### src/rtl/mem_arb_pkg.sv
// Shared definitions for the two-port memory arbiter.
//   state_t   : sequencer states (IDLE / ACCESS / RESP)
//   PORT_IF/LS: requester indices (instruction fetch / load-store)
//   cmd_t     : command latched on a request handshake
//   addr_err  : misaligned or out-of-range address check
package mem_arb_pkg;

    typedef enum logic [1:0] {
        IDLE   = 2'd0,
        ACCESS = 2'd1,
        RESP   = 2'd2
    } state_t;

    localparam logic PORT_IF = 1'b0;
    localparam logic PORT_LS = 1'b1;

    typedef struct packed {
        logic        port;
        logic        we;
        logic [31:0] addr;
        logic [31:0] wdata;
    } cmd_t;

    // Word accesses must be 4-byte aligned and fall inside the attached memory.
    function automatic logic addr_err(input logic [31:0] addr, input int unsigned abits);
        return (addr[1:0] != 2'b00) || ((addr >> abits) != 32'd0);
    endfunction

endpackage

### src/rtl/mem_arbiter_rr_arb2.sv
// Two-input round-robin picker (purely combinational).
//   valid0/valid1 : request valids of port 0 / port 1
//   last_grant    : port granted on the previous handshake (held by the caller)
//   grant         : selected port index
//   any_valid     : at least one request is pending
module rr_arb2
    import mem_arb_pkg::*;
(
    input  logic valid0,
    input  logic valid1,
    input  logic last_grant,
    output logic grant,
    output logic any_valid
);

    always_comb begin
        any_valid = valid0 | valid1;
        if (valid0 && valid1) begin
            // Tie: the port that did not win last time goes first.
            grant = ~last_grant;
        end else if (valid1) begin
            grant = PORT_LS;
        end else begin
            grant = PORT_IF;
        end
    end

endmodule

### src/rtl/mem_arbiter.sv
// Round-robin arbiter and sequencer in front of the shared word memory.
// Each accepted request takes three cycles: IDLE (handshake), ACCESS (one
// memory strobe cycle), RESP (one-cycle response pulse on the owning port).
//   clk, rst            : clock, synchronous active-high reset
//   mX_valid/ready      : request handshake per port
//   mX_we/addr/wdata    : request payload
//   mX_rvalid/rdata/err : registered response per port
//   mem_*               : memory access port (strobes active in ACCESS only)
module mem_arbiter
    import mem_arb_pkg::*;
#(
    parameter int ADDR_BITS = 10
) (
    input  logic        clk,
    input  logic        rst,
    input  logic        m0_valid,
    output logic        m0_ready,
    input  logic        m0_we,
    input  logic [31:0] m0_addr,
    input  logic [31:0] m0_wdata,
    output logic        m0_rvalid,
    output logic [31:0] m0_rdata,
    output logic        m0_err,
    input  logic        m1_valid,
    output logic        m1_ready,
    input  logic        m1_we,
    input  logic [31:0] m1_addr,
    input  logic [31:0] m1_wdata,
    output logic        m1_rvalid,
    output logic [31:0] m1_rdata,
    output logic        m1_err,
    output logic        mem_w_enb,
    output logic        mem_r_enb,
    output logic [31:0] mem_addr,
    output logic [31:0] mem_w_data,
    input  logic [31:0] mem_r_data
);

    state_t      state_reg, state_next;
    logic        last_grant_reg;
    cmd_t        cmd_reg;
    logic [31:0] rdata_reg;
    logic        err_reg;

    logic        grant;
    logic        any_valid;
    logic        handshake;
    logic        cmd_err;
    logic [1:0]  valid_vec;
    logic [1:0]  ready_vec;
    logic [1:0]  rvalid_vec;
    logic [1:0]  err_vec;
    logic [31:0] rdata_vec [2];

    rr_arb2 u_rr (
        .valid0     (m0_valid),
        .valid1     (m1_valid),
        .last_grant (last_grant_reg),
        .grant      (grant),
        .any_valid  (any_valid)
    );

    assign valid_vec = {m1_valid, m0_valid};
    assign cmd_err   = addr_err(cmd_reg.addr, ADDR_BITS);
    assign handshake = |(valid_vec & ready_vec);

    generate
        for (genvar gi = 0; gi < 2; gi++) begin : g_port
            assign ready_vec[gi]  = (state_reg == IDLE) && !rst && any_valid
                                    && valid_vec[gi] && (grant == 1'(gi));
            // Responses are suppressed while rst is high so a dropped
            // transaction never produces a pulse.
            assign rvalid_vec[gi] = (state_reg == RESP) && !rst && (cmd_reg.port == 1'(gi));
            assign rdata_vec[gi]  = rvalid_vec[gi] ? rdata_reg : 32'd0;
            assign err_vec[gi]    = rvalid_vec[gi] & err_reg;
        end
    endgenerate

    assign m0_ready  = ready_vec[0];
    assign m1_ready  = ready_vec[1];
    assign m0_rvalid = rvalid_vec[0];
    assign m1_rvalid = rvalid_vec[1];
    assign m0_rdata  = rdata_vec[0];
    assign m1_rdata  = rdata_vec[1];
    assign m0_err    = err_vec[0];
    assign m1_err    = err_vec[1];

    always_comb begin
        state_next = state_reg;
        mem_w_enb  = 1'b0;
        mem_r_enb  = 1'b0;
        mem_addr   = 32'd0;
        mem_w_data = 32'd0;
        unique case (state_reg)
            IDLE: begin
                if (handshake) state_next = ACCESS;
            end
            ACCESS: begin
                state_next = RESP;
                if (!cmd_err && !rst) begin
                    mem_addr   = cmd_reg.addr;
                    mem_w_data = cmd_reg.wdata;
                    mem_w_enb  = cmd_reg.we;
                    mem_r_enb  = !cmd_reg.we;
                end
            end
            RESP: begin
                state_next = IDLE;
            end
            default: begin
                state_next = IDLE;
            end
        endcase
    end

    always_ff @(posedge clk) begin
        if (rst) begin
            state_reg      <= IDLE;
            last_grant_reg <= PORT_LS;
            cmd_reg        <= '0;
            rdata_reg      <= 32'd0;
            err_reg        <= 1'b0;
        end else begin
            state_reg <= state_next;
            if (handshake) begin
                last_grant_reg <= grant;
                cmd_reg.port   <= grant;
                cmd_reg.we     <= grant ? m1_we    : m0_we;
                cmd_reg.addr   <= grant ? m1_addr  : m0_addr;
                cmd_reg.wdata  <= grant ? m1_wdata : m0_wdata;
            end
            if (state_reg == ACCESS) begin
                err_reg   <= cmd_err;
                rdata_reg <= (!cmd_err && !cmd_reg.we) ? mem_r_data : 32'd0;
            end
        end
    end

endmodule

### config.mk
export PLATFORM = sky130hd
export DESIGN_NAME = mem_arbiter
export DESIGN_NICKNAME = d
export VERILOG_FILES = /design/src/rtl/mem_arb_pkg.sv /design/src/rtl/mem_arbiter_rr_arb2.sv /design/src/rtl/mem_arbiter.sv
export SDC_FILE = /design/constraint.sdc
export NUM_CORES = 1
export LEC_CHECK = 0
export BUFFER_PORTS_ARGS = -buffer_cell sky130_fd_sc_hd__buf_2
export CAP_MARGIN = 10
export CORE_MARGIN = 2
export CORE_UTILIZATION = 39
export CTS_BUF_LIST = sky130_fd_sc_hd__clkbuf_8
export CTS_CLUSTER_DIAMETER = 120
export DETAILED_ROUTE_END_ITERATION = 6
export PLACE_DENSITY = 0.81
export SLEW_MARGIN = 20
export SYNTH_ARGS = -nofsm -noshare
export SYNTH_HDL_FRONTEND = slang
export SYNTH_HIERARCHICAL = 1
export SYNTH_SLANG_ARGS = --single-unit
### constraint.sdc
create_clock -name clk -period 1.85 [get_ports clk]
set_input_delay 0.37 -clock clk [delete_from_list [all_inputs] [get_ports clk]]
set_output_delay 0.37 -clock clk [all_outputs]
set_load 0.005 [all_outputs]
Word-level counts from Yosys, hierarchy flattened
Cells that the tools add are included.
Widths: inputs -> output; s select.

word-level totals
  register bits = 102
  output and inout port bits = 136
  logic and storage cells = 56

cells by class
  eq/ne operators = 3
  multiplexer cells = 18
  bitwise logic cells = 7
  reductions and logical operators = 20

operators with widths
  kind                number
  $mux 32             9
  $reduce_bool 32->1  1
  $logic_and 1x1->1   12
  $mux 1              7
  $pmux 2 s2          1
  $logic_not 1->1     3
  $not 1->1           3
  $and 1x1->1         2
  $and 2x2->2         1
  $eq 2x1->1 const B  1
  $eq 2x2->1 const B  1
  $logic_not 2->1     1
  $mux 2              1
  $ne 2x2->1 const B  1
  $reduce_bool 2->1   1
  $reduce_or 2->1     1
  $logic_or 1x1->1    1
  $or 1x1->1          1

Logic depth before layout (Yosys ltp)
Gate-level depths: netlist of run 1.

  depth in word-level cells = 9
  mapped depth = 7

Hierarchy
Netlist of run 1, hierarchy kept.

modules (own cells, without submodules)
  module       times used  cells an instance  area an instance (µm²)  seq. area each (µm²)
  mem_arbiter  1           667                6109.6                  2042.0
  rr_arb2      1           2                  13.8                    0.0

Worst setup path before layout of run 1
Ideal clock, no wire load.

  kind = reg-to-output
  from = register cmd_reg[52] in the netlist's numbering
  to = output port mem_w_data[10]
  arrival time = 1.271 ns
  data required time = 1.480 ns
  setup slack = 0.209 ns
  cell stages (with the launch flop) = 6
  cell sequence = dfxtp_1 -> nor4_1 -> and4_1 -> buf_2 -> clkbuf_2 -> and4_1

on the way
  longest elaborated chain between the ends = 6

ends and longest elaborated chain
  item                RTL line            text
  start, declared     mem_arbiter.sv:41   cmd_t cmd_reg;
  $reduce_bool 32->1  mem_arb_pkg.sv:26   return (addr[1:0] != 2'b00) || ((addr >> abits) != 32'd0);
  $logic_or 1x1->1    mem_arb_pkg.sv:26
  $logic_not 1->1     mem_arbiter.sv:100  if (!cmd_err && !rst) begin
  $logic_and 1x1->1   mem_arbiter.sv:100
  $mux 32             mem_arbiter.sv:100
  $mux 32             mem_arbiter.sv:94   unique case (state_reg)
  end, declared       mem_arbiter.sv:35   output logic [31:0] mem_w_data,

No other way between the ends.

Worst setup path in the final report of run 1
  from = register cmd_reg[57] in the netlist's numbering
  to = output port mem_w_data[4]

The elaborated chain is that of the path after synthesis.

==> results.ini, run 1 <==
[outcome]
status = finished with violations
violations = negative setup slack

[clock_network]
htreeDepth = 3
clockBufferDepth = 2
cts_num_sinks = 102
cts_hold_buf = 0
clk_latency_ns = 0.38
numCtsBuffers = 9
root_buffer = clkbuf_8
cts_tree = built
clkTransAtPathRegs_ns = 0.10

[drt]
wl_per_cell_um = 18.9
antenna_left = 0
drc = 0
via_per_inst = 5.51
drt_iter0_markers = 302
firstDrtPassIters = 4
wl_mm = 21.9
routed-via-count = 6386

[placed_design]
dp.cells = 1113
place_hpwl_mm = 13.1
port_buffers = 277
post_dp_cell_area_um2 = 7690
routabilityCongestion = 0.803

[worst_setup_path]
crit_family = simple AND/OR/NAND/NOR gates
cp_slowest_cell = dfxtp_2
startpoint_type = flop
worst-endpoint-arrival_ns = 1.87
worst-path-max-fanout = 35
criticalPathCategory = reg -> out
crit_required_ns = 1.48
cp-end-kind = primary output
cp_num_buf_inv = 2
path_cells = nor4_4 > and4_4 > buf_12 > and4_1 > buf_2
max_stage_delay_ns = 0.35

[timing]
worst_slew_pin_slew_ns = 0.809
clock.fmax_ghz = 0.447
slew_headroom_pct = 46.1
finalClockSkew_ns = 0.0155
post-route-period-util_pct = 121
fin_crit_ns = 2.24
hold_viol_final = 0
holdWs_ns = 0.337
rsz0062_at_grt = true
final.setup.worst_slack_ns = -0.387
setup_viol = 111
slew_violations = 0
tns_ns = -24.84

[global_routing]
busiest_layer = met2
grt_overflow = 0
antenna_found_initial = 0
use_met3_pct = 3.80
grt_max_degree = 57
grtUsageTotal_pct = 23.0
use_met1_pct = 27.7
grt_pass1_wl_mm = 30.5
met2_usage_pct = 40.2
grt_pass1_vias = 5956

[floorplanning]
io_pins = 302
rows = 45
fp.dieW_um = 129
die_h_um = 129
core_area_um2 = 15300
start_util_pct = 40.1
die_area_um2 = 16700

[power]
combPwrFrac_pct = 28.0
p_per_area_nw_per_um2 = 605
p_sw_share_pct = 31.9
ir_worst_vdd_v = 0.000318
p_sw_mw = 1.77
seqPwrFrac_pct = 43.7
internal_power_mw = 3.78
clkPwrFrac_pct = 28.3
p_leak_nw = 3.95

[layout]
fin_cells = 1160
drive_gt1_share_pct = 52.4
nFillCells = 1272
largest_reg_flops = 66
final_common_cell = buf_2
final_util_pct = 60.1
final_cell_mix = 210 x buf_2, 96 x dfxtp_1, 80 x buf_6
finalInstanceArea_um2 = 9170
antenna_cells = 0
area_growth_syn_to_layout_pct = 49.7
fin_nets = 1110

[synth]
synth_top_area_share_pct = 33.3
yosysWarnings = 6
synth_edf_count = 0
synth.cell_area_um2 = 6120
synth_seq_cells = 102
seq_area_frac_synth_pct = 33.3
synthCells = 669
ys_top_cells_by_area = dfxtp_1 33%, mux2i_1 11%, a211oi_2 8.2%
syn_avg_cell_area_um2 = 9.15
ys_types = 35
yosysTopAreaCell = dfxtp_1
async_flop_share_pct = 0
yosys_most_used_dff = dfxtp_1

[min_path]
hold_path.class = in -> reg

[flow_run]
drv_cap = 0

## kinds of logic after synthesis
| group | count (synthesis) | share of synthesized area (%) |
|---|---|---|
| multiplexers | 66 | 10.9 |
| AO/OA/AOI/OAI | 167 | 19.8 |
| flip-flops | 102 | 33.3 |
| buffers and inverters | 109 | 9.75 |
| AND/OR/NAND/NOR | 224 | 26.1 |
| other | 1 | 0.0612 |
## per-layer routing
layer / part of all wire (%) / wire (um) / vias to the layer above
met5: 0 / 0 / -
met4: 3.3 / 731 / 0
met3: 7.6 / 1670 / 61
met2: 50 / 10900 / 363
met1: 39 / 8620 / 3000
li1: - / - / 2962
## cell usage after synthesis (2+ instances only)
library cell	count
nand4_1	33
o21ai_1	30
mux2i_1	65
a21oi_1	65
a211oi_2	40
nand3b_1	32
a211oi_1	25
inv_1	4
buf_4	28
nor4_1	4
and3_1	3
buf_2	29
nor4_4	2
nor2b_1	33
buf_6	6
and2_1	68
o21ai_0	2
and4_1	42
clkbuf_1	41
dfxtp_1	102
## metrics by stage
stage / setup WS [ns] / power (mW)
6_report: -0.387 / 5.55
3_3_place_gp: -0.0512 / 3.75
3_5_place_dp: -0.160 / 3.78
2_1_floorplan: 0.209 / 3.32
4_1_cts: -0.374 / 5.48
5_1_grt: -0.450 / 5.81
## power by group through the flow
stage / Clock [mW] / Sequential [mW] / Combinational [mW]
after global routing: 1.70 / 2.44 / 1.67
after global placement: 0 / 2.45 / 1.29
after floorplan: 0 / 2.42 / 0.902
after detailed placement: 0 / 2.45 / 1.33
final: 1.57 / 2.42 / 1.55
after CTS: 1.62 / 2.42 / 1.43
## repair_timing
item / in CTS / in global routing
pin swaps: 46 / 25
setup endpoints to repair: 110 / 136
resized for setup: 72 / 127
gates cloned: 6 / 9
buffers inserted: 15 / 8
## tightest hold or removal path: stages
cell      delay (ns)
buf_2           0.09
mux2i_1         0.12
a211oi_1        0.08
## path summary, 6_finish.rpt
kind                              start                    endpoint  slack [ns]  depth (start not counted)
min                        m0_wdata[19]    cmd_reg[19]$_SDFFE_PP0P_        0.34                          3
max reg2reg   state_reg[0]$_SDFFE_PP0P_    cmd_reg[46]$_SDFFE_PP0P_        0.03                          9
max            cmd_reg[57]$_SDFFE_PP0P_               mem_w_data[4]       -0.39                          5
min reg2reg  rdata_reg[23]$_SDFFE_PP0P_  rdata_reg[23]$_SDFFE_PP0P_        0.52                          2
## area by class of cell
cell class | count | area, um^2 | area share [%]
clock inverters | 7 | 90.1 | 0.983
multi-input cells | 481 | 3900 | 42.5
inverters | 4 | 15.0 | 0.164
clock buffers | 9 | 124 | 1.35
well taps | 211 | 264 | 2.88
repair buffers | 346 | 2730 | 29.7
flip-flops and latches | 102 | 2050 | 22.4
(Power assumes the default switching activity.)
==> inputs of run 2 (changes only) <==
--- a/config.mk
+++ b/config.mk
@@ -13,8 +13,10 @@
 export CTS_CLUSTER_DIAMETER = 120
 export DETAILED_ROUTE_END_ITERATION = 6
 export PLACE_DENSITY = 0.81
-export SLEW_MARGIN = 20
+export SETUP_SLACK_MARGIN = 0.2
+export SLEW_MARGIN = 30
 export SYNTH_ARGS = -nofsm -noshare
 export SYNTH_HDL_FRONTEND = slang
 export SYNTH_HIERARCHICAL = 1
 export SYNTH_SLANG_ARGS = --single-unit
+export TNS_END_PERCENT = 50
==> run 2 against run 1 <==
  * Wire length down 4.0%
  * Clock skew about the same
  * Non-clock buffer count down 8
  * The run still ends with negative setup slack left
  * Sequential share of layout area up 0.61 points
  * Utilization shrank 1.6 points
  * Largest cell class unchanged
  * Combinational power barely moved
  * First-iteration DRC count down 0.66%
  * Setup slack lost 0.0017 ns
  * Sequential power is essentially flat
  * Maximum frequency hardly changed
==> results.ini, run 2 (same netlist as run 1, synthesis figures left out) <==
[clock_network]
clkTransAtPathRegs_ns = 0.10  ; about the same
cts_tree = built  ; unchanged
cts_hold_buf = 0  ; unchanged
numCtsBuffers = 9  ; unchanged
clockBufferDepth = 2  ; unchanged
cts_num_sinks = 102  ; unchanged
root_buffer = clkbuf_8  ; unchanged
htreeDepth = 3  ; unchanged
clk_latency_ns = 0.37  ; was 0.38 ns

[global_routing]
grtUsageTotal_pct = 22.6  ; was 23.0%
grt_pass1_wl_mm = 30.0  ; was 30.5 mm
grt_pass1_vias = 5855  ; was 5956
antenna_found_initial = 0  ; unchanged
grt_max_degree = 57  ; unchanged
grt_overflow = 0  ; unchanged

[timing]
worst_slew_pin_slew_ns = 0.848  ; was 0.809 ns
finalClockSkew_ns = 0.0152  ; was 0.0155 ns
setup_viol = 110  ; was 111
final.setup.worst_slack_ns = -0.389  ; was -0.387 ns
slew_violations = 0  ; unchanged
slew_headroom_pct = 43.5  ; was 46.1%
tns_ns = -20.28  ; was -24.84 ns
post-route-period-util_pct = 121  ; about the same
clock.fmax_ghz = 0.447  ; about the same
rsz0062_at_grt = true  ; unchanged
hold_viol_final = 0  ; unchanged
fin_crit_ns = 2.24  ; about the same

[drt]
firstDrtPassIters = 5  ; was 4
drc = 0  ; unchanged
routed-via-count = 6223  ; was 6386
wl_per_cell_um = 18.3  ; was 18.9 um
via_per_inst = 5.40  ; was 5.51
antenna_left = 0  ; unchanged
wl_mm = 21.1  ; was 21.9 mm
drt_iter0_markers = 300  ; was 302

[worst_setup_path]
cp-end-kind = primary output  ; unchanged
cp_slowest_cell = dfxtp_2  ; unchanged
crit_required_ns = 1.48  ; about the same
worst-path-max-fanout = 35  ; unchanged
path_cells = nor4_4 > and4_4 > buf_12 > and4_1 > buf_2  ; unchanged
startpoint_type = flop  ; unchanged
crit_family = simple AND/OR/NAND/NOR gates  ; unchanged
worst-endpoint-arrival_ns = 1.87  ; about the same
max_stage_delay_ns = 0.35  ; about the same
cp_num_buf_inv = 2  ; unchanged
criticalPathCategory = reg -> out  ; unchanged

[power]
ir_worst_vdd_v = 0.000315  ; was 0.000318 V
p_leak_nw = 3.87  ; was 3.95 nW
combPwrFrac_pct = 27.9  ; was 28.0%
seqPwrFrac_pct = 43.8  ; was 43.7%
p_sw_mw = 1.78  ; was 1.77 mW
clkPwrFrac_pct = 28.4  ; was 28.3%
internal_power_mw = 3.76  ; was 3.78 mW
p_per_area_nw_per_um2 = 621  ; was 605 nW/um^2
p_sw_share_pct = 32.1  ; was 31.9%

[floorplanning]
die_area_um2 = 16700  ; unchanged
die_h_um = 129  ; unchanged
rows = 45  ; unchanged
start_util_pct = 40.1  ; unchanged
fp.dieW_um = 129  ; unchanged
io_pins = 302  ; unchanged
core_area_um2 = 15300  ; unchanged

[placed_design]
port_buffers = 277  ; unchanged
place_hpwl_mm = 13.1  ; unchanged
pre_cts_ws_ns = -0.160  ; unchanged
routabilityCongestion = 0.803  ; unchanged

[layout]
largest_reg_flops = 66  ; unchanged
multi_input_area_um2 = 3890  ; was 3900 um^2
fin_nets = 1102  ; was 1110
area_growth_syn_to_layout_pct = 45.7  ; was 49.7%
final_cell_mix = 240 x buf_2, 96 x dfxtp_1, 65 x mux2i_1, 65 x a21oi_1, 63 x a211oi_2  ; was 210 x buf_2, 96 x dfxtp_1, 80 x buf_6
nFillCells = 1304  ; was 1272
final_util_pct = 58.5  ; was 60.1%
drive_gt1_share_pct = 50.3  ; was 52.4%
antenna_cells = 0  ; unchanged
final_common_cell = buf_2  ; unchanged
seq_area_um2 = 2050  ; unchanged

[outcome]
violations = negative setup slack  ; unchanged
status = finished with violations  ; unchanged

[flow_run]
drv_cap = 0  ; unchanged

[min_path]
hold_path.class = in -> reg  ; unchanged

-- run 2: through the flow --
step | instances | cell area (um^2) | total power [mW] | hold slack, ns
detailed placement | 1113 | 7690 | 3.78 | 0.477
floorplan | 692 | 6210 | 3.32 | 0.436
CTS | 1141 | 8410 | 5.51 | 0.311
finish | 1152 | 8920 | 5.54 | 0.335
global route | 1152 | 8920 | 5.80 | 0.336
global placement | 1113 | 7690 | 3.75 | 0.469
-- run 2: final cells by class --
| cell class | count | share of cell area, % |
|---|---|---|
| clock buffer | 9 | 1.39 |
| timing repair buffer | 338 | 27.9 |
| sequential | 102 | 23.0 |
| clock inverter | 7 | 1.01 |
| multi-input combinational | 481 | 43.6 |
| inverter | 4 | 0.196 |
| tap | 211 | 2.96 |
-- run 2: worst reg2reg max path: stages, from the launching register on --
cell,delay [ns]
dfxtp_4,0.37
buf_6,0.12
nor4b_4,0.28
buf_4,0.18
buf_6,0.10
buf_6,0.10
and2_4,0.25
clkbuf_16,0.23
a211oi_2,0.08
-- run 2: power by group through the flow --
stage          clock [mW]  combinational (mW)  sequential [mW]
3_5_place_dp            0                1.33             2.45
3_3_place_gp            0                1.29             2.45
2_1_floorplan           0               0.902             2.42
6_report             1.57                1.54             2.42
5_1_grt              1.70                1.67             2.44
4_1_cts              1.62                1.47             2.42
-- run 2: path summary, 6_finish.rpt --
| kind | start | endpoint | slack, ns | depth (start not counted) |
|---|---|---|---|---|
| worst max-delay path | cmd_reg[57]$_SDFFE_PP0P_ | mem_w_data[4] | -0.39 | 5 |
| worst min-delay path | m0_wdata[28] | cmd_reg[28]$_SDFFE_PP0P_ | 0.34 | 3 |
| worst max register to register | state_reg[0]$_SDFFE_PP0P_ | cmd_reg[28]$_SDFFE_PP0P_ | 0.01 | 8 |
| worst min register to register | rdata_reg[21]$_SDFFE_PP0P_ | rdata_reg[21]$_SDFFE_PP0P_ | 0.50 | 2 |
-- run 2: timing repair --
item / CTS / global route
endpoints found under the setup margin: 112 / 179
endpoints found under the hold margin: 0 / 0
setup buffers: 7 / 4
pin swaps: 84 / 50
gates cloned: 5 / 7
gates resized for setup: 76 / 64
-- run 2: layer usage --
metal / part of all wire, % / global-route usage (%) / vias to the layer above / wire length [um]
met5: 0 / 0 / - / 0
met4: 3.4 / 8.57 / 0 / 707
met3: 6.4 / 3.43 / 54 / 1360
met2: 50 / 40.0 / 306 / 10500
met1: 40 / 27.7 / 2913 / 8450
li1: - / - / 2950 / -
==> inputs of run 3 (changes only) <==
--- a/config.mk
+++ b/config.mk
@@ -7,12 +7,11 @@
 export LEC_CHECK = 0
 export BUFFER_PORTS_ARGS = -buffer_cell sky130_fd_sc_hd__buf_2
 export CAP_MARGIN = 10
-export CORE_MARGIN = 2
 export CORE_UTILIZATION = 39
 export CTS_BUF_LIST = sky130_fd_sc_hd__clkbuf_8
 export CTS_CLUSTER_DIAMETER = 120
 export DETAILED_ROUTE_END_ITERATION = 6
-export PLACE_DENSITY = 0.81
+export PLACE_DENSITY = 0.69
 export SETUP_SLACK_MARGIN = 0.2
 export SLEW_MARGIN = 30
 export SYNTH_ARGS = -nofsm -noshare
==> run 3 against run 2 <==
  * The run still ends with negative setup slack left
  * Global-route usage grew 2.4 points
  * Register-to-register slack about the same
  * Worst hold slack better by 0.00086 ns
  * Combinational power hardly changed
  * Setup slack lost 0.048 ns
  * Utilization rose by 2.3 points
  * Clock skew decreased by 0.0096 ns
  * Sequential power about the same
  * Clock power fell by 13%
  * Critical path depth is 1 higher
  * Critical endpoint is now mem_w_data[17]
  * Largest cell class unchanged
  * Highest routed layer unchanged
==> results.ini, run 3 (same netlist as run 1, synthesis figures left out) <==
[worst_setup_path]
critPathLaunch = cmd_reg[57]$_SDFFE_PP0P_  ; unchanged
reg2regPathDepth = 14  ; was 8
worst-endpoint-arrival_ns = 1.92  ; was 1.87 ns
crit_required_ns = 1.48  ; about the same
timing.rr.end = cmd_reg[65]$_SDFFE_PP0P_  ; was cmd_reg[28]$_SDFFE_PP0P_
cp-end-kind = primary output  ; unchanged
r2r-start = cmd_reg[65]$_SDFFE_PP0P_  ; was state_reg[0]$_SDFFE_PP0P_
rrSetupSlack_ns = 0  ; was 0.01 ns
criticalPathCategory = reg -> out  ; unchanged
worst-path-max-fanout = 11  ; was 35
startpoint_type = flop  ; unchanged

[clock_network]
clk_latency_ns = 0.37  ; about the same
cts_num_sinks = 102  ; unchanged
clockBufferDepth = 2  ; unchanged
clkTransAtPathRegs_ns = 0.10  ; about the same
cts_tree = built  ; unchanged
htreeDepth = 3  ; unchanged
root_buffer = clkbuf_8  ; unchanged
cts_hold_buf = 0  ; unchanged
numCtsBuffers = 9  ; unchanged

[drt]
routed-via-count = 6360  ; was 6223
wl_per_cell_um = 18.7  ; was 18.3 um
drt_iter0_markers = 368  ; was 300
maxUsedRoutingLayer = met4  ; unchanged
m1WireLength_mm = 8.59  ; was 8.45 mm
dr_wl_met3_mm = 1.46  ; was 1.36 mm
met2_length_mm = 11.0  ; was 10.5 mm
firstDrtPassIters = 5  ; unchanged
antenna_left = 0  ; unchanged
wl_mm = 21.7  ; was 21.1 mm
via_per_inst = 5.48  ; was 5.40
drc = 0  ; unchanged

[timing]
tns_ns = -24.96  ; was -20.28 ns
final.setup.worst_slack_ns = -0.437  ; was -0.389 ns
worst_slew_pin_slew_ns = 0.732  ; was 0.848 ns
slew_headroom_pct = 51.2  ; was 43.5%
hold_viol_final = 0  ; unchanged
finalClockSkew_ns = 0.00559  ; was 0.0152 ns
rsz0062_at_grt = true  ; unchanged
post-route-period-util_pct = 124  ; was 121%
setup_viol = 113  ; was 110
slew_violations = 0  ; unchanged
fin_crit_ns = 2.29  ; was 2.24 ns
clock.fmax_ghz = 0.437  ; was 0.447 GHz

[min_path]
min_to = cmd_reg[18]$_SDFFE_PP0P_  ; was cmd_reg[28]$_SDFFE_PP0P_
hold_depth = 3  ; unchanged
hold_path.class = in -> reg  ; unchanged
min_from = m0_wdata[18]  ; was m0_wdata[28]

[placed_design]
post_dp_cell_area_um2 = 7700  ; was 7690 um^2
place_hpwl_mm = 12.3  ; was 13.1 mm
port_buffers = 277  ; unchanged
routabilityCongestion = 0.776  ; was 0.803

[power]
p_sw_mw = 1.75  ; was 1.78 mW
clkPwrFrac_pct = 25.4  ; was 28.4%
combPwrFrac_pct = 29.3  ; was 27.9%
total_power_mw = 5.36  ; was 5.54 mW
ir_worst_vdd_v = 0.000409  ; was 0.000315 V
p_per_area_nw_per_um2 = 578  ; was 621 nW/um^2
internal_power_mw = 3.61  ; was 3.76 mW
seqPwrFrac_pct = 45.2  ; was 43.8%
p_leak_nw = 3.97  ; was 3.87 nW
p_sw_share_pct = 32.7  ; was 32.1%

[floorplanning]
io_pins = 302  ; unchanged
die_area_um2 = 16200  ; was 16700 um^2
rows = 45  ; unchanged
die_h_um = 127  ; was 129 um
start_util_pct = 40.1  ; unchanged
fp.dieW_um = 127  ; was 129 um
core_area_um2 = 15300  ; unchanged

[global_routing]
grt_overflow = 0  ; unchanged
antenna_found_initial = 0  ; unchanged
grt_max_degree = 63  ; was 57
grt_pass1_wl_mm = 31.8  ; was 30.0 mm
grt_pass1_vias = 5976  ; was 5855
grtUsageTotal_pct = 25.0  ; was 22.6%

[layout]
finalInstanceArea_um2 = 9270  ; was 8920 um^2
area_growth_syn_to_layout_pct = 51.5  ; was 45.7%
antenna_cells = 0  ; unchanged
final_cell_mix = 214 x buf_2, 98 x dfxtp_1, 78 x buf_6  ; was 240 x buf_2, 96 x dfxtp_1, 65 x mux2i_1, 65 x a21oi_1, 63 x a211oi_2
fin_nets = 1110  ; was 1102
largest_reg_flops = 66  ; unchanged
final_util_pct = 60.8  ; was 58.5%
drive_gt1_share_pct = 53.7  ; was 50.3%
final_common_cell = buf_2  ; unchanged

[outcome]
violations = negative setup slack  ; unchanged
status = finished with violations  ; unchanged

[flow_run]
drv_cap = 0  ; unchanged

==> run 3: cell types whose count changed in the layout (fill, tap and decap cells not counted), sizes merged <==
| cell | delta |
|---|---|
| bufinv | -2 |
| clkinvlp | +1 |
| clkbuf | -1 |
| inv | -2 |
| buf | +12 |
==> run 3: final cells by class <==
type | count | area (um^2)
multi-input cells | 481 | 3950
fillers | 1287 | 5980
well taps | 211 | 264
clock inverters | 4 | 21.3
clock buffers | 12 | 165
flip-flops and latches | 102 | 2050
repair buffers | 346 | 2810
inverters | 4 | 15.0
==> run 3: routing by layer <==
| layer | vias up | GRT usage (%) |
|---|---|---|
| li1 | 2965 | - |
| met1 | 3010 | 29.7 |
| met2 | 343 | 45.1 |
| met3 | 42 | 3.73 |
| met4 | 0 | 9.59 |
| met5 | - | 0 |
==> run 3: critical path, cell delays in order, from the launching register on <==
cell and delay (ns):
dfxtp_2 0.34, nor4_4 0.25, buf_4 0.15, and4_4 0.32
clkbuf_16 0.18, and4_1 0.19, buf_2 0.11
==> run 3: power by group through the flow <==
stage / sequential (mW) / clock, mW / combinational [mW]
2_1_floorplan: 2.42 / 0 / 0.902
3_3_place_gp: 2.46 / 0 / 1.31
3_5_place_dp: 2.45 / 0 / 1.33
4_1_cts: 2.41 / 1.40 / 1.50
5_1_grt: 2.44 / 1.49 / 1.70
6_report: 2.42 / 1.36 / 1.57
==> run 3: worst max path at each step <==
stage	depth (start not counted)	end
2_1_floorplan	5	mem_w_data[10]
3_3_place_gp	6	cmd_reg[12]$_SDFFE_PP0P_
3_5_place_dp	6	mem_w_data[23]
4_1_cts	6	mem_w_data[23]
5_1_grt	6	mem_addr[4]
6_report	6	mem_w_data[17]
==> run 3: through the flow <==
stage          setup slack (ns)  hold slack [ns]  instances
3_5_place_dp            -0.0626            0.478       1110
2_1_floorplan             0.209            0.436        692
3_3_place_gp            -0.0123            0.472       1110
6_report                 -0.437            0.336       1160
4_1_cts                  -0.465            0.313       1156
5_1_grt                  -0.540            0.322       1160
==> run 3: what timing repair did <==
item,in CTS,in global routing
setup buffers,21,1
cloned,9,3
endpoints found under the hold margin,0,0
resized for setup,123,83
pin swaps,104,49
endpoints found under the setup margin,165,201
